$ cat config.mk
export PLATFORM = sky130hd
export DESIGN_NAME = result_uart_tx
export DESIGN_NICKNAME = d
export VERILOG_FILES = /design/src/rtl/result_uart_tx.sv
export SDC_FILE = /design/constraint.sdc
export NUM_CORES = 1
export LEC_CHECK = 0
export ABC_AREA = 1
export CORE_ASPECT_RATIO = 0.6
export CORE_UTILIZATION = 60
export CTS_CLUSTER_SIZE = 30
export DETAILED_ROUTE_END_ITERATION = 10
export HOLD_SLACK_MARGIN = 0.1
export PLACE_DENSITY = 0.8
export RECOVER_POWER = 100
export SYNTH_ARGS = -nofsm -noshare
export SYNTH_HDL_FRONTEND = slang
export SYNTH_SLANG_ARGS = --single-unit
$ cat constraint.sdc
create_clock -name clock -period 3.3 [get_ports clock]
set_clock_uncertainty 0.05 [all_clocks]
set_input_delay 0.33 -clock clock [delete_from_list [all_inputs] [get_ports clock]]
set_output_delay 0.33 -clock clock [all_outputs]
set_load 0.02 [all_outputs]
$ cat src/rtl/result_uart_tx.sv
// UART 8N1 transmitter for 32-bit CPU result words, LSB byte first, behind a small word FIFO.
// Define RESULT_TX_PARITY_EN to append an even-parity bit after the data bits of every frame.
module result_uart_tx #(
   parameter int CLKS_PER_BIT = 16,
   parameter int FIFO_DEPTH   = 4,
   parameter int ADDR_W       = 2
) (
   input  logic        clock,
   input  logic        reset,
   input  logic        data_valid,
   input  logic [31:0] data_in,
   output logic        in_ready,
   output logic        txd,
   output logic        busy,
   output logic        overflow
);

   localparam int BAUD_W = $clog2(CLKS_PER_BIT);
   localparam logic [BAUD_W-1:0] BAUD_LAST = BAUD_W'(CLKS_PER_BIT - 1);
   localparam logic [ADDR_W:0]   FULL_CNT  = (ADDR_W + 1)'(FIFO_DEPTH);

   typedef enum logic [2:0] {
      S_IDLE,
      S_START,
      S_DATA,
      S_PARITY,
      S_STOP
   } state_t;

   state_t              state, state_nxt;
   logic [31:0]         mem [FIFO_DEPTH];
   logic [ADDR_W-1:0]   wr_ptr, rd_ptr;
   logic [ADDR_W:0]     count, count_nxt;
   logic [BAUD_W-1:0]   baud_cnt;
   logic [2:0]          bit_idx;
   logic [1:0]          byte_idx;
   logic [31:0]         shreg;
   logic [7:0]          cur_byte;
   logic                push, pop, baud_done, txd_nxt;

   assign cur_byte  = shreg[7:0];
   assign push      = data_valid && in_ready;
   assign pop       = (state == S_IDLE) && (count != '0);
   assign baud_done = (baud_cnt == BAUD_LAST);

   always_comb begin
      count_nxt = count;
      if (push && !pop)
         count_nxt = count + 1'b1;
      else if (!push && pop)
         count_nxt = count - 1'b1;
   end

   always_comb begin
      state_nxt = state;
      txd_nxt   = 1'b1;
      case (state)
         S_IDLE: begin
            if (pop)
               state_nxt = S_START;
         end
         S_START: begin
            txd_nxt = 1'b0;
            if (baud_done)
               state_nxt = S_DATA;
         end
         S_DATA: begin
            txd_nxt = cur_byte[bit_idx];
            if (baud_done && (bit_idx == 3'd7)) begin
`ifdef RESULT_TX_PARITY_EN
               state_nxt = S_PARITY;
`else
               state_nxt = S_STOP;
`endif
            end
         end
         S_PARITY: begin
            txd_nxt = ^cur_byte;
            if (baud_done)
               state_nxt = S_STOP;
         end
         S_STOP: begin
            if (baud_done)
               state_nxt = (byte_idx == 2'd3) ? S_IDLE : S_START;
         end
         default: state_nxt = S_IDLE;
      endcase
   end

   always_ff @(posedge clock or negedge reset) begin
      if (!reset)
         state <= S_IDLE;
      else
         state <= state_nxt;
   end

   always_ff @(posedge clock) begin
      if (push)
         mem[wr_ptr] <= data_in;
   end

   // txd and busy are registered from the current state, so both lag the FSM by one cycle.
   always_ff @(posedge clock or negedge reset) begin
      if (!reset) begin
         wr_ptr   <= '0;
         rd_ptr   <= '0;
         count    <= '0;
         in_ready <= 1'b1;
         overflow <= 1'b0;
         txd      <= 1'b1;
         busy     <= 1'b0;
         baud_cnt <= '0;
         bit_idx  <= '0;
         byte_idx <= '0;
         shreg    <= '0;
      end else begin
         txd      <= txd_nxt;
         busy     <= (state != S_IDLE) || (count != '0);
         count    <= count_nxt;
         in_ready <= (count_nxt != FULL_CNT);
         if (push)
            wr_ptr <= wr_ptr + 1'b1;
         if (pop)
            rd_ptr <= rd_ptr + 1'b1;
         if (data_valid && !in_ready)
            overflow <= 1'b1;
         if (baud_done || (state_nxt != state))
            baud_cnt <= '0;
         else
            baud_cnt <= baud_cnt + 1'b1;
         if (pop) begin
            shreg    <= mem[rd_ptr];
            byte_idx <= '0;
            bit_idx  <= '0;
         end
         if ((state == S_DATA) && baud_done)
            bit_idx <= bit_idx + 1'b1;
         if ((state == S_STOP) && baud_done && (byte_idx != 2'd3)) begin
            byte_idx <= byte_idx + 1'b1;
            shreg    <= shreg >> 8;
         end
      end
   end

endmodule

==> results_dict.tcl <==
set metrics [dict create \
    number_of_i_o_pins 39 \
    grt_setup_unrepaired "no" \
    cp_data_required_time_ps 3540 \
    dpl.hpwl_um 9351 \
    fp.dieW_um 148.2 \
    core.rowCount 31 \
    seqCellArea_um2 5224 \
    power_leakage_nw 3.257 \
    ctsHtreeMaxLevel 4 \
    min_period_ps 2492 \
    vias 5096 \
    maximum_achievable_frequency_mhz 401.3 \
    drtAntennaViolNets 0 \
    switching_power_mw 1.423 \
    synth-seq-cells 183 \
    wl_per_cell_um 17.67 \
    synth_enable_flop_cells 128 \
    max_cap_violations 1 \
    syn_to_final_growth_pct 13.55 \
    die_y_um 89.71 \
    timing.setup.tns_ps 0 \
    power.share.switching_pct 25.96 \
    dp_slack_ps 1137 \
    postSynthNetCount 718 \
    finish.utilization_pct 71.26 \
    setup.worst_path.class "register to register" \
    violations "max-capacitance violations, max-slew violations" \
    timing.critical_path.arrival_ps 2730 \
    internal_power_mw 4.057 \
    grt_antenna_before_repair 0 \
    finalInstanceArea_um2 8735 \
    dieArea_um2 13290 \
    hold_ws_ps 417.6 \
    cts_tree "done" \
    clk_path_buf_depth 2 \
    diodes 0 \
    drt_first_pass_iters 5 \
    cts.clk_slew.worst_paths_ps 70 \
    first_iter_violations 376 \
    post-layout-total-power_mw 5.480 \
    synth_area_per_cell_um2 11.45 \
    worst_path_largest_cell_delay_ps 500 \
    initial_standard_cell_utilization_of_the_core_pct 62.76 \
    final.fill_count 867 \
    seq_area_frac_synth_pct 67.89 \
    run_status "finished, violations left" \
    remaining_max_slew_budget_at_the_tightest_pin_pct -25.18 \
    globalRouteOverflowTotal 0 \
    critical-path-slowest-cell "sky130_fd_sc_hd__clkinvlp_2" \
    crit_path_cell_trace "inv_1 -> ha_1 -> nand2_1 -> nand3_4 -> clkinvlp_2 -> nor2_8 -> inv_4 -> nand3_1 -> o21ai_0" \
    share_clk_of_total_power_pct 36.7 \
    syn_inst 672 \
    cts.sinks 183 \
    finalCritPeriodShare_pct 75.52 \
    ys_types 38 \
    timing.hold.worst.class "register to register" \
    timing.critical_path.from_type "register" \
    tightestPinTransition_ps 1878 \
    grt_pass1_wl_um 25000 \
    detail_route.wirelength_um 15620 \
    timing_hold_violations_final 0 \
    multi_input_comb_area_um2 2046 \
    synth_ff_type "sky130_fd_sc_hd__edfxtp_1" \
    nets 753 \
    dp_cells 852 \
    largest_net_degree_at_the_start_of_global_routing 65 \
    p_per_area_nw_per_um2 627.4 \
    clock_insertion_delay_worst_skew_ps 430 \
    critical_path.max_fanout 50 \
    fp.coreArea_um2 12260 \
    remaining_drc_errors 0 \
    ys_warn_count 0 \
    netlist_area_um2 7692 \
    power.combinational.fraction_pct 10.4 \
    final_layout_size_suffix_gt1_share_pct 8.484 \
    finalNonFillerCells 884 \
    finalSetupViolations 0 \
    cts_made_buffers 17 \
    post_drt_via_cell_ratio 5.765 \
    globalRouteTotalUtil_pct 25.21 \
    ctsRootBufferMaster "sky130_fd_sc_hd__clkbuf_16" \
    cp-end-kind "register" \
    synth_async_sr_flop_share_pct 30.05 \
    power_frac_seq_pct 52.9 \
    detailed_place.area_um2 8183 \
    io_buffers 38 \
    gp_congestion 0.8184 \
    worst_supply_voltage_drop_on_vdd_v 0.0003618 \
    slew_viol_final 34 \
    finalWorstSetupSlack_ps 808.0 \
    first_global_vias 4958 \
    cts_resized 0 \
]
what timing repair did:
item,CTS,global route
setup buffers,0,0
endpoints found under the hold margin,30,0
hold buffers,1,0
path summary, 6_finish.rpt:
path | startpoint | end | slack [ps] | cells past startpoint
setup / recovery | count[0]$_DFF_PN0_ | shreg[18]$_DFFE_PN0P_ | 810 | 9
hold / removal | overflow$_DFFE_PN0P_ | overflow$_DFFE_PN0P_ | 420 | 1
max in group asynchronous | reset | rd_ptr[0]$_DFFE_PN0P_ | 1100 | 3
setup reg to reg | count[0]$_DFF_PN0_ | shreg[18]$_DFFE_PN0P_ | 810 | 9
min in group asynchronous | reset | shreg[25]$_DFFE_PN0P_ | 910 | 2
hold reg to reg | overflow$_DFFE_PN0P_ | overflow$_DFFE_PN0P_ | 420 | 1
area by class of cell:
cell class              count  area share [%]
inverters                  55           2.407
flip-flops and latches    183           59.81
clock inverters            14           1.848
multi-input cells         401           23.42
repair buffers             49           5.286
well taps                 165           2.364
clock buffers              17           4.870
Yosys cell counts, types with 2 or more instances:
master	instances	area share [%]
sky130_fd_sc_hd__edfxtp_1	128	50
sky130_fd_sc_hd__nor2_1	104	5.1
sky130_fd_sc_hd__nand2_1	76	3.7
sky130_fd_sc_hd__o21ai_0	71	4.6
sky130_fd_sc_hd__dfrtp_1	53	17
sky130_fd_sc_hd__inv_1	49	2.4
sky130_fd_sc_hd__nand3_1	41	2.7
sky130_fd_sc_hd__o21ai_1	29	1.9
sky130_fd_sc_hd__o211ai_1	27	2.6
sky130_fd_sc_hd__buf_2	14	0.91
sky130_fd_sc_hd__clkbuf_1	11	0.54
sky130_fd_sc_hd__ha_1	11	1.8
sky130_fd_sc_hd__o22ai_1	7	0.57
sky130_fd_sc_hd__xor2_1	6	0.68
sky130_fd_sc_hd__buf_6	4	0.59
sky130_fd_sc_hd__inv_2	4	0.20
sky130_fd_sc_hd__nor3_1	4	0.26
sky130_fd_sc_hd__xnor2_1	4	0.46
sky130_fd_sc_hd__nand4_1	3	0.24
sky130_fd_sc_hd__a21oi_1	2	0.13
sky130_fd_sc_hd__buf_4	2	0.20
sky130_fd_sc_hd__dfstp_2	2	0.68
sky130_fd_sc_hd__nand2_2	2	0.16
sky130_fd_sc_hd__nand3_4	2	0.46
sky130_fd_sc_hd__nor2_2	2	0.16
sky130_fd_sc_hd__o211ai_2	2	0.33
cells in the final DEF, fill, tap and decap left out, types with 2 or more instances in the layout:
master	netlist	layout
sky130_fd_sc_hd__nor2_2	2	6
sky130_fd_sc_hd__nand3_1	41	42
sky130_fd_sc_hd__o211ai_1	27	29
sky130_fd_sc_hd__inv_2	4	4
sky130_fd_sc_hd__inv_8	0	6
sky130_fd_sc_hd__nand4_1	3	3
sky130_fd_sc_hd__dfrtp_1	53	52
sky130_fd_sc_hd__nor3_1	4	4
sky130_fd_sc_hd__xor2_1	6	6
sky130_fd_sc_hd__inv_6	1	2
sky130_fd_sc_hd__clkbuf_2	0	4
sky130_fd_sc_hd__o22ai_1	7	7
sky130_fd_sc_hd__inv_1	49	49
sky130_fd_sc_hd__clkbuf_16	0	17
sky130_fd_sc_hd__edfxtp_1	128	128
sky130_fd_sc_hd__nor2_1	104	100
sky130_fd_sc_hd__dlygate4sd3_1	0	37
sky130_fd_sc_hd__xnor2_1	4	4
sky130_fd_sc_hd__nand2_2	2	2
sky130_fd_sc_hd__ha_1	11	11
sky130_fd_sc_hd__buf_4	2	5
sky130_fd_sc_hd__clkinv_4	0	2
sky130_fd_sc_hd__nand2_1	76	77
sky130_fd_sc_hd__o21ai_0	71	99
sky130_fd_sc_hd__a21oi_1	2	2
metal layers:
layer	GRT usage [%]	wire (um)	vias to the layer above
li1	-	-	2399
met1	34.73	6777	2487
met2	39.01	7518	190
met3	6.396	1108	20
met4	9.364	215	0
met5	0	0	-
registers in the layout (all words and copies together), names as in the netlist:
name / count
rd_ptr: 2
bit_idx: 3
mem: 128
wr_ptr: 2
overflow: 1
shreg: 32
in_ready: 1
txd: 1
byte_idx: 2
state: 3
busy: 1
count: 3
baud_cnt: 4
logic make-up after synthesis:
group / Yosys count / share of synthesized area (%)
xor gates and xnor gates: 10 / 1.139
DFF: 183 / 67.89
AOI/OAI and AO/OA: 143 / 10.69
buffers and inverters: 88 / 5.254
adders and majority gates: 11 / 1.789
and+or+nand+nor: 237 / 13.24
worst max-delay path: cells and delay by family, from the launching register on:
kind                       cells  cell delay, ps
AOI/OAI and AO/OA              1             110
adders and majority gates      1             180
buffers and inverters          3             830
DFF                            1             390
and+or+nand+nor                4             790
power by group through the flow:
| stage | Combinational [mW] | Sequential (mW) | Clock, mW |
|---|---|---|---|
| floorplan | 0.337 | 2.93 | 0 |
| global placement | 0.562 | 2.92 | 0 |
| detailed placement | 0.584 | 2.94 | 0 |
| CTS | 0.591 | 2.89 | 2.03 |
| global route | 0.643 | 2.92 | 2.14 |
| finish | 0.569 | 2.90 | 2.01 |
No activity file was read; power rests on OpenSTA's default activity.
